--- config.mk ---
export PLATFORM = sky130hd
export DESIGN_NAME = uart_autobaud_det
export DESIGN_NICKNAME = d
export VERILOG_FILES = /design/src/rtl/uart_autobaud_det.sv
export SDC_FILE = /design/constraint.sdc
export NUM_CORES = 1
export LEC_CHECK = 0
export BUFFER_PORTS_ARGS = -buffer_cell sky130_fd_sc_hd__buf_2
export CELL_PAD_IN_SITES_DETAIL_PLACEMENT = 2
export CELL_PAD_IN_SITES_GLOBAL_PLACEMENT = 2
export CORE_UTILIZATION = 38
export DETAILED_ROUTE_END_ITERATION = 10
export HOLD_SLACK_MARGIN = 0.05
export PLACE_DENSITY_LB_ADDON = 0.12
export SYNTH_ARGS = -nofsm -noshare
export SYNTH_HDL_FRONTEND = slang
export SYNTH_SLANG_ARGS = --single-unit
--- constraint.sdc ---
create_clock -name clk -period 10.4 [get_ports clk]
set_input_delay 1.56 -clock clk [delete_from_list [all_inputs] [get_ports clk]]
set_output_delay 1.56 -clock clk [all_outputs]
set_load 0.02 [all_outputs]
--- src/rtl/uart_autobaud_det.sv ---
// uart_autobaud_det
//   Measures the incoming line rate from a 0x55 sync character and produces
//   the divisor for the baud generator (bclk period = dvsr clocks, 2^OVS_LOG2
//   bclk ticks per bit). Detection runs once per enable assertion.
// Ports
//   clk         system clock
//   rst         synchronous, active-high reset
//   enable      level: high = detect once, low = abort / rearm
//   rx          asynchronous serial line, idle high
//   dvsr        measured divisor, holds last good value
//   dvsr_valid  dvsr holds a good measurement (sticky until rst)
//   done        1-cycle pulse: new dvsr loaded
//   err         1-cycle pulse: measurement rejected
//   busy        high while armed or measuring
module uart_autobaud_det #(
    parameter int WIDTH    = 16,
    parameter int OVS_LOG2 = 4,
    parameter int CNT_W    = 24
) (
    input  logic             clk,
    input  logic             rst,
    input  logic             enable,
    input  logic             rx,
    output logic [WIDTH-1:0] dvsr,
    output logic             dvsr_valid,
    output logic             done,
    output logic             err,
    output logic             busy
);

    // The total T spans 8 bits, each bit is 2^OVS_LOG2 bclk periods.
    localparam int K = 3 + OVS_LOG2;
    localparam logic [CNT_W-1:0] MIN_I = CNT_W'(1) << OVS_LOG2;
    localparam logic [CNT_W:0]   HALF  = (CNT_W+1)'(1) << (K-1);
    localparam logic [CNT_W:0]   MAXQ  = {{(CNT_W+1-WIDTH){1'b0}}, {WIDTH{1'b1}}};

    typedef enum logic [2:0] {IDLE, ARMED, MEASURE, DONE_ST, ERR_ST, HOLD} state_t;

    state_t           state;
    logic             rx_s1, rx_s2, rx_prev;
    logic [CNT_W-1:0] t_cnt, i_cnt, i0;
    logic [3:0]       ecnt;

    logic             edge_det, fall;
    logic [CNT_W-1:0] t_nx, i_nx, i_diff;
    logic [CNT_W:0]   q_full;
    logic             q_ok;

    assign edge_det = rx_s2 ^ rx_prev;
    assign fall     = rx_prev & ~rx_s2;

    // Counts including the current cycle, so an interval ending on this
    // cycle's edge measures exactly the number of clocks between edges.
    assign t_nx   = (&t_cnt) ? t_cnt : t_cnt + CNT_W'(1);
    assign i_nx   = (&i_cnt) ? i_cnt : i_cnt + CNT_W'(1);
    assign i_diff = (i_nx >= i0) ? (i_nx - i0) : (i0 - i_nx);

    // Rounded divide of the 8-bit total by 2^K, evaluated on the final edge.
    assign q_full = ({1'b0, t_nx} + HALF) >> K;
    assign q_ok   = (q_full != '0) && (q_full <= MAXQ);

    always_ff @(posedge clk) begin
        if (rst) begin
            state      <= IDLE;
            rx_s1      <= 1'b1;
            rx_s2      <= 1'b1;
            rx_prev    <= 1'b1;
            t_cnt      <= '0;
            i_cnt      <= '0;
            i0         <= '0;
            ecnt       <= '0;
            dvsr       <= '0;
            dvsr_valid <= 1'b0;
            done       <= 1'b0;
            err        <= 1'b0;
            busy       <= 1'b0;
        end else begin
            rx_s1   <= rx;
            rx_s2   <= rx_s1;
            rx_prev <= rx_s2;
            done    <= 1'b0;
            err     <= 1'b0;
            if (!enable) begin
                state <= IDLE;
                busy  <= 1'b0;
            end else begin
                case (state)
                    IDLE: begin
                        if (rx_s2) begin
                            state <= ARMED;
                            busy  <= 1'b1;
                        end
                    end
                    ARMED: begin
                        if (fall) begin
                            state <= MEASURE;
                            t_cnt <= '0;
                            i_cnt <= '0;
                            ecnt  <= '0;
                        end
                    end
                    MEASURE: begin
                        t_cnt <= t_nx;
                        i_cnt <= i_nx;
                        if (edge_det) begin
                            i_cnt <= '0;
                            ecnt  <= ecnt + 4'd1;
                            if (ecnt == 4'd0) begin
                                i0 <= i_nx;
                                if (i_nx < MIN_I) begin
                                    state <= ERR_ST;
                                    busy  <= 1'b0;
                                    err   <= 1'b1;
                                end
                            end else if (i_diff > (i0 >> 2)) begin
                                state <= ERR_ST;
                                busy  <= 1'b0;
                                err   <= 1'b1;
                            end else if (ecnt == 4'd7) begin
                                // 5th falling edge: T covers exactly 8 bits.
                                state <= DONE_ST;
                                busy  <= 1'b0;
                                if (q_ok) begin
                                    dvsr       <= q_full[WIDTH-1:0];
                                    dvsr_valid <= 1'b1;
                                    done       <= 1'b1;
                                end else begin
                                    err <= 1'b1;
                                end
                            end
                        end else if ((&t_nx) || (&i_nx)) begin
                            // Line stuck: counter saturated.
                            state <= ERR_ST;
                            busy  <= 1'b0;
                            err   <= 1'b1;
                        end
                    end
                    DONE_ST, ERR_ST: state <= HOLD;
                    // HOLD ignores rx (including the trailing stop edge)
                    // until enable drops.
                    HOLD: state <= HOLD;
                    default: begin
                        state <= IDLE;
                        busy  <= 1'b0;
                    end
                endcase
            end
        end
    end

endmodule

==> impl_metrics.csv, run 1 <==
group,metric,value,unit
clock_network,clk_latency,0.36,ns
placed_design,dp_hpwl,28600,microns
layout,multiInputGateArea,0.006847,sq mm
detailed_routing,wl_per_cell,23.40,microns
timing,post-route-period-util,90.01,%
clock_network,clock_path_buffers,2,
pwr,power_density,80.56,mW/mm^2
clock_network,clk_pin_slew,0.09,ns
detailed_routing,drt-initial-drc-count,562,
layout,ff_latch_area,0.002042,sq mm
clock_network,cts_hold_buf,0,
timing,period_minus_slack,9.361,ns
critical_path,critPathLaunch,"i_cnt[0]",
floorplanning,initial_core_util,38.90,%
clock_network,cts_buffers,9,
critical_path,startpoint_type,"flop",
clock_network,cts_tree,"built",
timing,setup_viol,0,
synthesis,ys_async_sr_fraction,0,%
timing,finalHoldViolCount,0,
synthesis,syn_area,0.009489,sq mm
layout,utilization,41.39,%
synthesis,synth_edf_count,0,
global_route,grt_pass1_vias,9981,
synthesis,synth_top_area_cell,"dfxtp_1",
critical_path,endpoint_kind,"flop",
detailed_routing,drc,0,
clock_network,postCtsSetupRepairBufs,0,
timing,tightest_slew,0.9952,ns
timing,setup-tns-final,0,ns
timing,rsz0062_at_grt,"false",
critical_path,crit_arrival,9.61,ns
layout,finalNonFillerCells,1564,
global_route,grt_max_degree,85,
global_route,grt_use_total,29.13,%
pwr,irDropWorstVdd,66.62,uV
synthesis,netlist_top_cells_area,"dfxtp_1 (22%), ha_1 (9.9%), nor2_1 (6.3%)",
synthesis,syn-num-nets,1342,
placed_design,pre_cts_slack,1.321,ns
synthesis,synthCells,1262,
detailed_routing,antenna_left,0,
timing,holdWs,0.4259,ns
critical_path,slowest_delay,0.50,ns
placed_design,numPortBuffers,23,
critical_path,cpMaxStageDelayCell,"dfxtp_1",
clock_network,cts-root-buf,"clkbuf_16",
detailed_routing,vias_per_cell,6.052,
layout,area_delta_synth_final,6.382,%
critical_path,reg2reg_from,"i_cnt[0]",
synthesis,yosys_warnings,0,
layout,drive_above_1_share,8.952,%
timing,slew_headroom,33.65,%
global_route,grt_first_pass_wirelength,58140,microns
synthesis,ys.flop_type,"dfxtp_1",
placed_design,gp_congestion,0.9262,
synthesis,ys_ff_latch,102,
global_route,antenna_found_initial,0,
synthesis,ys_seq_area_share,21.52,%
timing,max_freq,106.8,MHz
clock_network,clkSinkCount,102,
floorplanning,dieArea,0.02561,sq mm
critical_path,cpMostUsedCell,"nand4_1",
detailed_routing,vias,9466,
worst_hold_path,min-delay-start,"rx_s1",
critical_path,cp_max_fo,16,
placed_design,dp.cells,1548,
worst_hold_path,hold_path_class,"flop to flop",
layout,num_antenna_cells,0,
synthesis,ys_types,87,
clock_network,cts_resized,0,
floorplanning,die_w,160.0,microns
placed_design,dpl_cell_area,0.009783,sq mm
clock_network,htreeDepth,3,
pwr,power,813.3,uW
pwr,leakagePower,4.226,nW
floorplanning,io_pins,24,
global_route,grt.overflow.total,0,
critical_path,crit_required,10.64,ns
detailed_routing,totalWireLength,36600,microns
critical_path,crit_type,"flop to flop",
timing,slew_viol_final,0,
synthesis,synth_top_area_share,21.52,%
timing,final.setup_skew,0.01701,ns
layout,nFillCells,2905,
job,cap_violations,0,
timing,timing.final.ws_setup,1.039,ns
floorplanning,core,0.02439,sq mm
status,status,"finished, final reports clean",
layout,fin_nets,1315,
synthesis,syn_area_per_cell,7.519,sq um
detailed_routing,dr.pass1.iters,4,
layout,design_area,0.01009,sq mm
floorplanning,rows,57,
floorplanning,die_h,160.0,microns
## power breakdown
group	switching [mW]	internal, mW	leakage (nW)	total [mW]
logic	0.0279	0.0129	3.25	0.0408
registers	0.00102	0.391	0.822	0.392
clock network	0.182	0.198	0.156	0.380
## registers in the layout, summed over array words and instances (netlist names), 3 cells and up
name   cells
dvsr      16
ecnt       4
i0        24
i_cnt     24
state      3
t_cnt     24
## final cells by class
type                            instances  area share, %
Clock buffer                           10          2.367
Timing Repair Buffer                   35          2.058
Tap cell                              324          4.016
Sequential cell                       102          20.23
Multi-Input combinational cell       1012          67.82
Inverter                               75          2.789
Clock inverter                          6         0.7189
## per-layer routing
layer	up-vias	routed length, microns	global-route usage [%]
li1	4496	-	-
met1	4726	17930	41.33
met2	186	15920	44.72
met3	58	1623	4.208
met4	0	1129	10.04
met5	-	0	0
## cells in the mapped netlist (all sizes together), types with 4 or more instances
cell     instances
o21ai           60
a2111oi          6
or4              4
a31o             6
xnor2           39
a211oi          34
nand2           92
o31ai            8
or2              7
mux2i           14
nor3            41
o21bai          13
ha              75
and2            10
nand2b          11
buf             23
a311oi           7
and3            12
nor2b           23
dfxtp          102
a31oi            6
nand3           30
a21o            32
nor2           159
o2111ai          6
o211ai           7
nand4           35
or3              7
and4            12
xor2            36
o21a             8
inv             75
a22oi           24
a21oi          109
nor4            20
clkbuf          50
mux2            18
## cell usage in the layout (no fill, tap or decap), drive strengths merged, types with 13 or more instances in the layout
cell type,instances
nor4,20
nor2,159
nand2,92
a22oi,24
ha,75
buf,35
mux2i,14
inv,79
a21oi,109
o21ai,60
nand4,35
nor3,41
nor2b,23
xor2,36
mux2,18
dfxtp,102
a21o,32
xnor2,39
a211oi,34
nand3,30
o21bai,13
## final timing paths
path / cells past startpoint / slack, ns / to
hold reg to reg: 1 / 0.43 / rx_s2
hold / removal: 1 / 0.43 / rx_s2
setup reg to reg: 28 / 1.04 / dvsr[8]
setup / recovery: 28 / 1.04 / dvsr[8]
## kinds of logic after synthesis
group / after synthesis / synth area share [%]
adder cells (fa/ha/maj): 76 / 10.10
XOR/XNOR: 75 / 6.922
buffers and inverters: 148 / 6.435
flip-flops: 102 / 21.52
AO/OA/AOI/OAI: 360 / 25.84
AND/OR/NAND/NOR: 469 / 25.25
multiplexers: 32 / 3.929
## worst max-delay path: cells and delay by family (launching register included)
| kind | cells | cell delay [ns] |
|---|---|---|
| xor+xnor | 2 | 0.53 |
| flops | 1 | 0.50 |
| mux | 3 | 0.96 |
| fa+ha+maj | 3 | 1.01 |
| compound gates | 8 | 2.48 |
| buf+inv | 2 | 0.39 |
| simple gates | 10 | 3.34 |
(Power assumes the default switching activity.)
==> inputs of run 2 (changes only) <==
- ABC_AREA: unset -> 1
- CORE_UTILIZATION: 38 -> 35
==> impl_metrics.csv, run 2 <==
group,metric,value,unit
status,status,"finished, final reports clean",
synthesis,ys_types,48,
clock_network,clk_latency,0.37,ns
synthesis,synthTopCellsByCount,"nand2_1 (450), inv_1 (215), nor2_1 (151), a21oi_1 (142), dfxtp_1 (102)",
detailed_routing,wl_per_cell,19.12,microns
pwr,p_switching,313.4,uW
pwr,p_sw_share,32.61,%
clock_network,postCtsSetupRepairBufs,0,
floorplanning,die_h,165.0,microns
worst_hold_path,min_path_cells,2,
layout,final_cell_mix,"nand2_1 (450), inv_1 (215), nor2_1 (151), a21oi_1 (142), dfxtp_1 (102)",
timing,final.setup_skew,0.01324,ns
layout,utilization,38.35,%
floorplanning,initial_core_util,35.69,%
critical_path,r2r.worst_path.cells,33,
global_route,grt.overflow.total,0,
critical_path,crit_type,"flop to flop",
timing,tightest_slew,1.212,ns
timing,max_freq,133.7,MHz
pwr,leakagePower,4.722,nW
synthesis,synth_top_area_cell,"dfxtp_1",
detailed_routing,antenna_left,0,
detailed_routing,totalWireLength,36150,microns
pwr,p_int,647.7,uW
pwr,irDropWorstVdd,60.61,uV
layout,top_regs,"i0 (24), i_cnt (24), t_cnt (24)",
pwr,power,961.1,uW
placed_design,dp_hpwl,29340,microns
clock_network,cts-root-buf,"clkbuf_16",
synthesis,ys_async_sr_fraction,0,%
critical_path,cpMostUsedCell,"nand2_1",
critical_path,r2r_slack,2.92,ns
global_route,grt_max_degree,65,
synthesis,syn_area,0.009301,sq mm
global_route,grt_use_total,27.13,%
placed_design,pre_cts_slack,3.091,ns
timing,slew_headroom,19.12,%
critical_path,startpoint_type,"flop",
detailed_routing,vias_per_cell,5.295,
layout,final_common_cell,"nand2_1",
pwr,power.share.clock,38.8,%
placed_design,gp_congestion,0.9032,
floorplanning,io_pins,24,
synthesis,synth.most_common_cell,"nand2_1",
clock_network,clock_path_buffers,2,
synthesis,synth_edf_count,0,
timing,rsz0062_at_grt,"false",
critical_path,crit_cells,33,
detailed_routing,drt-initial-drc-count,468,
global_route,antenna_found_initial,0,
clock_network,cts_buffers,9,
synthesis,ys_seq_area_share,21.95,%
clock_network,clkSinkCount,102,
detailed_routing,drc,0,
synthesis,yosys_warnings,0,
layout,num_antenna_cells,0,
critical_path,slowest_delay,0.51,ns
clock_network,cts_tree,"built",
floorplanning,dieArea,0.02723,sq mm
floorplanning,rows,59,
layout,fin_nets,1630,
timing,finalHoldViolCount,0,
critical_path,cpLargestDelayFamily,"simple AND/OR/NAND/NOR gates",
timing,slew_viol_final,0,
global_route,grt_pass1_vias,10449,
floorplanning,die_w,165.0,microns
global_route,grt_first_pass_wirelength,56970,microns
clock_network,cts_resized,0,
critical_path,crit_required,10.69,ns
clock_network,htreeDepth,3,
layout,area_delta_synth_final,7.452,%
synthesis,netlist_top_cells_area,"dfxtp_1 (22%), nand2_1 (18%), ha_1 (10%)",
synthesis,syn_area_per_cell,6.005,sq um
pwr,power_frac_comb,20.2,%
synthesis,ys_ff_latch,102,
critical_path,crit_buf_inv,3,
timing,post-route-period-util,71.92,%
clock_network,cts_hold_buf,0,
critical_path,crit_arrival,7.77,ns
timing,setup-tns-final,0,ns
pwr,pwr-share-seq,41.0,%
synthesis,synthCells,1549,
critical_path,cpMaxStageDelayCell,"inv_2",
critical_path,endpoint_kind,"flop",
clock_network,clk_pin_slew,0.08,ns
detailed_routing,dr.pass1.iters,5,
job,cap_violations,0,
pwr,power_density,96.16,mW/mm^2
timing,setup_viol,0,
layout,drive_above_1_share,6.881,%
floorplanning,core,0.02606,sq mm
synthesis,ys.flop_type,"dfxtp_1",
critical_path,cp_max_fo,24,
placed_design,numPortBuffers,23,
timing,period_minus_slack,7.480,ns
synthesis,syn-num-nets,1629,
synthesis,synth_top_area_share,21.95,%
timing,timing.final.ws_setup,2.920,ns
worst_hold_path,hold_path_class,"flop to flop",
layout,nFillCells,3318,
detailed_routing,vias,10008,
## run 2: cell types whose count changed after synthesis, sizes merged, moves of 29 or more
cell and delta:
nand2 +374, inv +146, a211oi -33, nand3 +72
clkbuf -29, a21oi +33
## run 2: area by class of cell
type / instances / area (sq um) / share of cell area [%]
well taps: 335 / 419.2 / 4.194
flip-flops and latches: 102 / 2042 / 20.43
multi-input cells: 1189 / 6256 / 62.59
inverters: 222 / 834.6 / 8.350
clock buffers: 10 / 229.0 / 2.291
repair buffers: 26 / 137.6 / 1.377
clock inverters: 6 / 76.32 / 0.7636
## run 2: worst paths after layout
kind	startpoint	to
max reg2reg	i_cnt[1]	dvsr[9]
max	i_cnt[1]	dvsr[9]
min reg2reg	rx_s2	rx_prev
min	rx_s2	rx_prev
## run 2: logic make-up after synthesis
kind of cell / synth area share (%)
fa+ha+maj: 10.30
flops: 21.95
compound gates: 14.72
xor+xnor: 4.708
buf+inv: 10.79
simple gates: 37.42
mux: 0.1076
## run 2: power by group through the flow
stage | Combinational [mW] | Clock [mW] | Sequential [mW]
floorplan | 0.132 | 0 | 0.403
global placement | 0.182 | 0 | 0.403
detailed placement | 0.189 | 0 | 0.403
CTS | 0.193 | 0.385 | 0.394
global route | 0.215 | 0.393 | 0.394
finish | 0.194 | 0.373 | 0.394
## run 2: worst min-delay path: stages, from the launching register on
cell	delay [ns]
dfxtp_1	0.32
inv_1	0.06
nand2_1	0.06
## run 2: metal layers
layer	part of all wire, %	track usage [%]
met4	1.2	5.046
met3	2.6	3.240
met5	0	0
met1	52	38.97
met2	45	43.29
## run 2: per-stage QoR
stage / instances / area (sq um) / hold slack (ns)
after floorplan: 1549 / 9301 / 0.3895
after global routing: 1890 / 9995 / 0.4761
after detailed placement: 1874 / 9689 / 0.4114
after global placement: 1874 / 9689 / 0.4153
after CTS: 1890 / 9995 / 0.4574
final: 1890 / 9995 / 0.4581
==> inputs of run 3 (changes only) <==
- clock period: 10.4 -> 7.8 ns (I/O delays scaled with it)
==> impl_metrics.csv, run 3 (synthesis results as in run 2) <==
group,metric,value,unit
timing,max_freq,142.4,MHz
timing,post-route-period-util,90.04,%
detailed_routing,vias,10123,
floorplanning,rows,59,
global_route,grt_use_total,27.47,%
pwr,leakagePower,4.769,nW
global_route,grt_max_degree,62,
pwr,irDropWorstVdd,94.68,uV
clock_network,clock_path_buffers,2,
worst_hold_path,min-delay-start,"rx_s1",
layout,num_antenna_cells,0,
status,status,"finished, final reports clean",
timing,finalHoldViolCount,0,
clock_network,clk_pin_slew,0.08,ns
critical_path,slowest_delay,0.42,ns
placed_design,dp_hpwl,29090,microns
clock_network,cts-root-buf,"clkbuf_16",
pwr,power.share.clock,39.1,%
detailed_routing,totalWireLength,36250,microns
layout,final_cell_mix,"nand2_1 (450), inv_1 (215), nor2_1 (151), a21oi_1 (142), dfxtp_1 (102)",
critical_path,cpMaxStageDelayCell,"dfxtp_1",
global_route,grt_util_met3,3.491,%
floorplanning,initial_core_util,35.69,%
clock_network,clkSinkCount,102,
floorplanning,io_pins,24,
layout,drive_above_1_share,7.367,%
placed_design,numPortBuffers,23,
pwr,p_int,872.7,uW
critical_path,cpMostUsedCell,"nand2_1",
critical_path,crit_required,8.06,ns
detailed_routing,dr.pass1.iters,4,
pwr,power_density,128.2,mW/mm^2
pwr,p_sw_share,32.43,%
global_route,grt_first_pass_wirelength,57880,microns
critical_path,cp_max_fo,24,
floorplanning,dieArea,0.02723,sq mm
critical_path,reg2reg_from,"i_cnt[0]",
critical_path,crit_type,"flop to flop",
global_route,grtUsageMet2,43.76,%
detailed_routing,drc,0,
timing,setup-tns-final,0,ns
critical_path,crit_arrival,7.29,ns
timing,tightest_slew,1.246,ns
clock_network,clk_latency,0.37,ns
floorplanning,core,0.02606,sq mm
placed_design,gp_congestion,0.9233,
global_route,antenna_found_initial,0,
detailed_routing,antenna_left,0,
detailed_routing,wl_per_cell,19.12,microns
critical_path,endpoint_kind,"flop",
timing,rsz0062_at_grt,"false",
global_route,grt_pass1_vias,10570,
floorplanning,die_h,165.0,microns
clock_network,htreeDepth,3,
job,cap_violations,0,
layout,final_common_cell,"nand2_1",
clock_network,cts_tree,"built",
floorplanning,die_w,165.0,microns
pwr,p_switching,418.9,uW
detailed_routing,vias_per_cell,5.339,
layout,fin_nets,1636,
layout,top_regs,"i0 (24), i_cnt (24), t_cnt (24)",
timing,slew_viol_final,0,
timing,final.setup_skew,0.01143,ns
global_route,busiest_layer,"met2",
global_route,grt_use_met1,38.93,%
worst_hold_path,hold_path_class,"flop to flop",
global_route,grt.overflow.total,0,
timing,setup_viol,0,
pwr,pwr-share-seq,40.6,%
pwr,power_frac_comb,20.2,%
critical_path,startpoint_type,"flop",
clock_network,cts_buffers,9,
layout,utilization,38.67,%
detailed_routing,drt-initial-drc-count,483,
layout,nFillCells,3366,
timing,slew_headroom,16.86,%
layout,area_delta_synth_final,8.340,%
critical_path,critPathLaunch,"i_cnt[0]",
timing,period_minus_slack,7.023,ns
[run 3: layout make-up]
cell class / instances / area [sq um] / share of cell area [%]
clock inverter: 6 / 76.32 / 0.7574
clock buffer: 10 / 239.0 / 2.371
sequential: 102 / 2042 / 20.26
tap: 335 / 419.2 / 4.159
timing repair buffer: 32 / 195.2 / 1.937
inverter: 222 / 837.1 / 8.306
multi-input combinational: 1189 / 6269 / 62.20
[run 3: what timing repair did]
| action | 4_1_cts | 5_1_grt |
|---|---|---|
| setup endpoints to repair | 0 | 22 |
| buffers inserted | 0 | 1 |
| resized for setup | 0 | 4 |
| hold buffers | 0 | 0 |
| hold endpoints to repair | 0 | 0 |
[run 3: final timing paths]
path         endpoint  cells past startpoint  slack, ns
min             rx_s2                      1       0.43
max           dvsr[1]                     34       0.78
min reg2reg     rx_s2                      1       0.43
max reg2reg   dvsr[1]                     34       0.78
[run 3: metal layers]
metal,vias up,share of wire [%],wire (microns)
met5,-,0,0
met4,0,1.6,593
met3,28,3.1,1127
met2,107,45,16410
met1,5033,50,18120
li1,4955,-,-
[run 3: worst max-delay path, delay by kind of cell, from the launching register on]
kind	cells	cell delay [ns]
compound gates	3	0.67
buf+inv	4	0.87
fa+ha+maj	3	0.93
flops	1	0.42
simple gates	22	3.52
xor+xnor	2	0.51
[run 3: power by group through the flow]
stage / Clock (mW) / Combinational [mW] / Sequential [mW]
after global routing: 0.540 / 0.297 / 0.526
final: 0.506 / 0.261 / 0.525
after floorplan: 0 / 0.176 / 0.537
after detailed placement: 0 / 0.255 / 0.537
after global placement: 0 / 0.248 / 0.537
after CTS: 0.524 / 0.258 / 0.525
[run 3: metrics by stage]
stage          worst slack (ns)  hold WS, ns  instance area [sq um]  power [mW]  cells
5_1_grt                  0.1672       0.4767                  10080       1.362   1896
4_1_cts                  0.1159       0.4368                  10040       1.307   1895
2_1_floorplan             2.599       0.3895                   9301      0.7132   1549
3_3_place_gp             0.5566       0.4109                   9727      0.7850   1879
6_report                 0.7765       0.4327                  10080       1.292   1896
3_5_place_dp             0.2175       0.4041                   9727      0.7922   1879
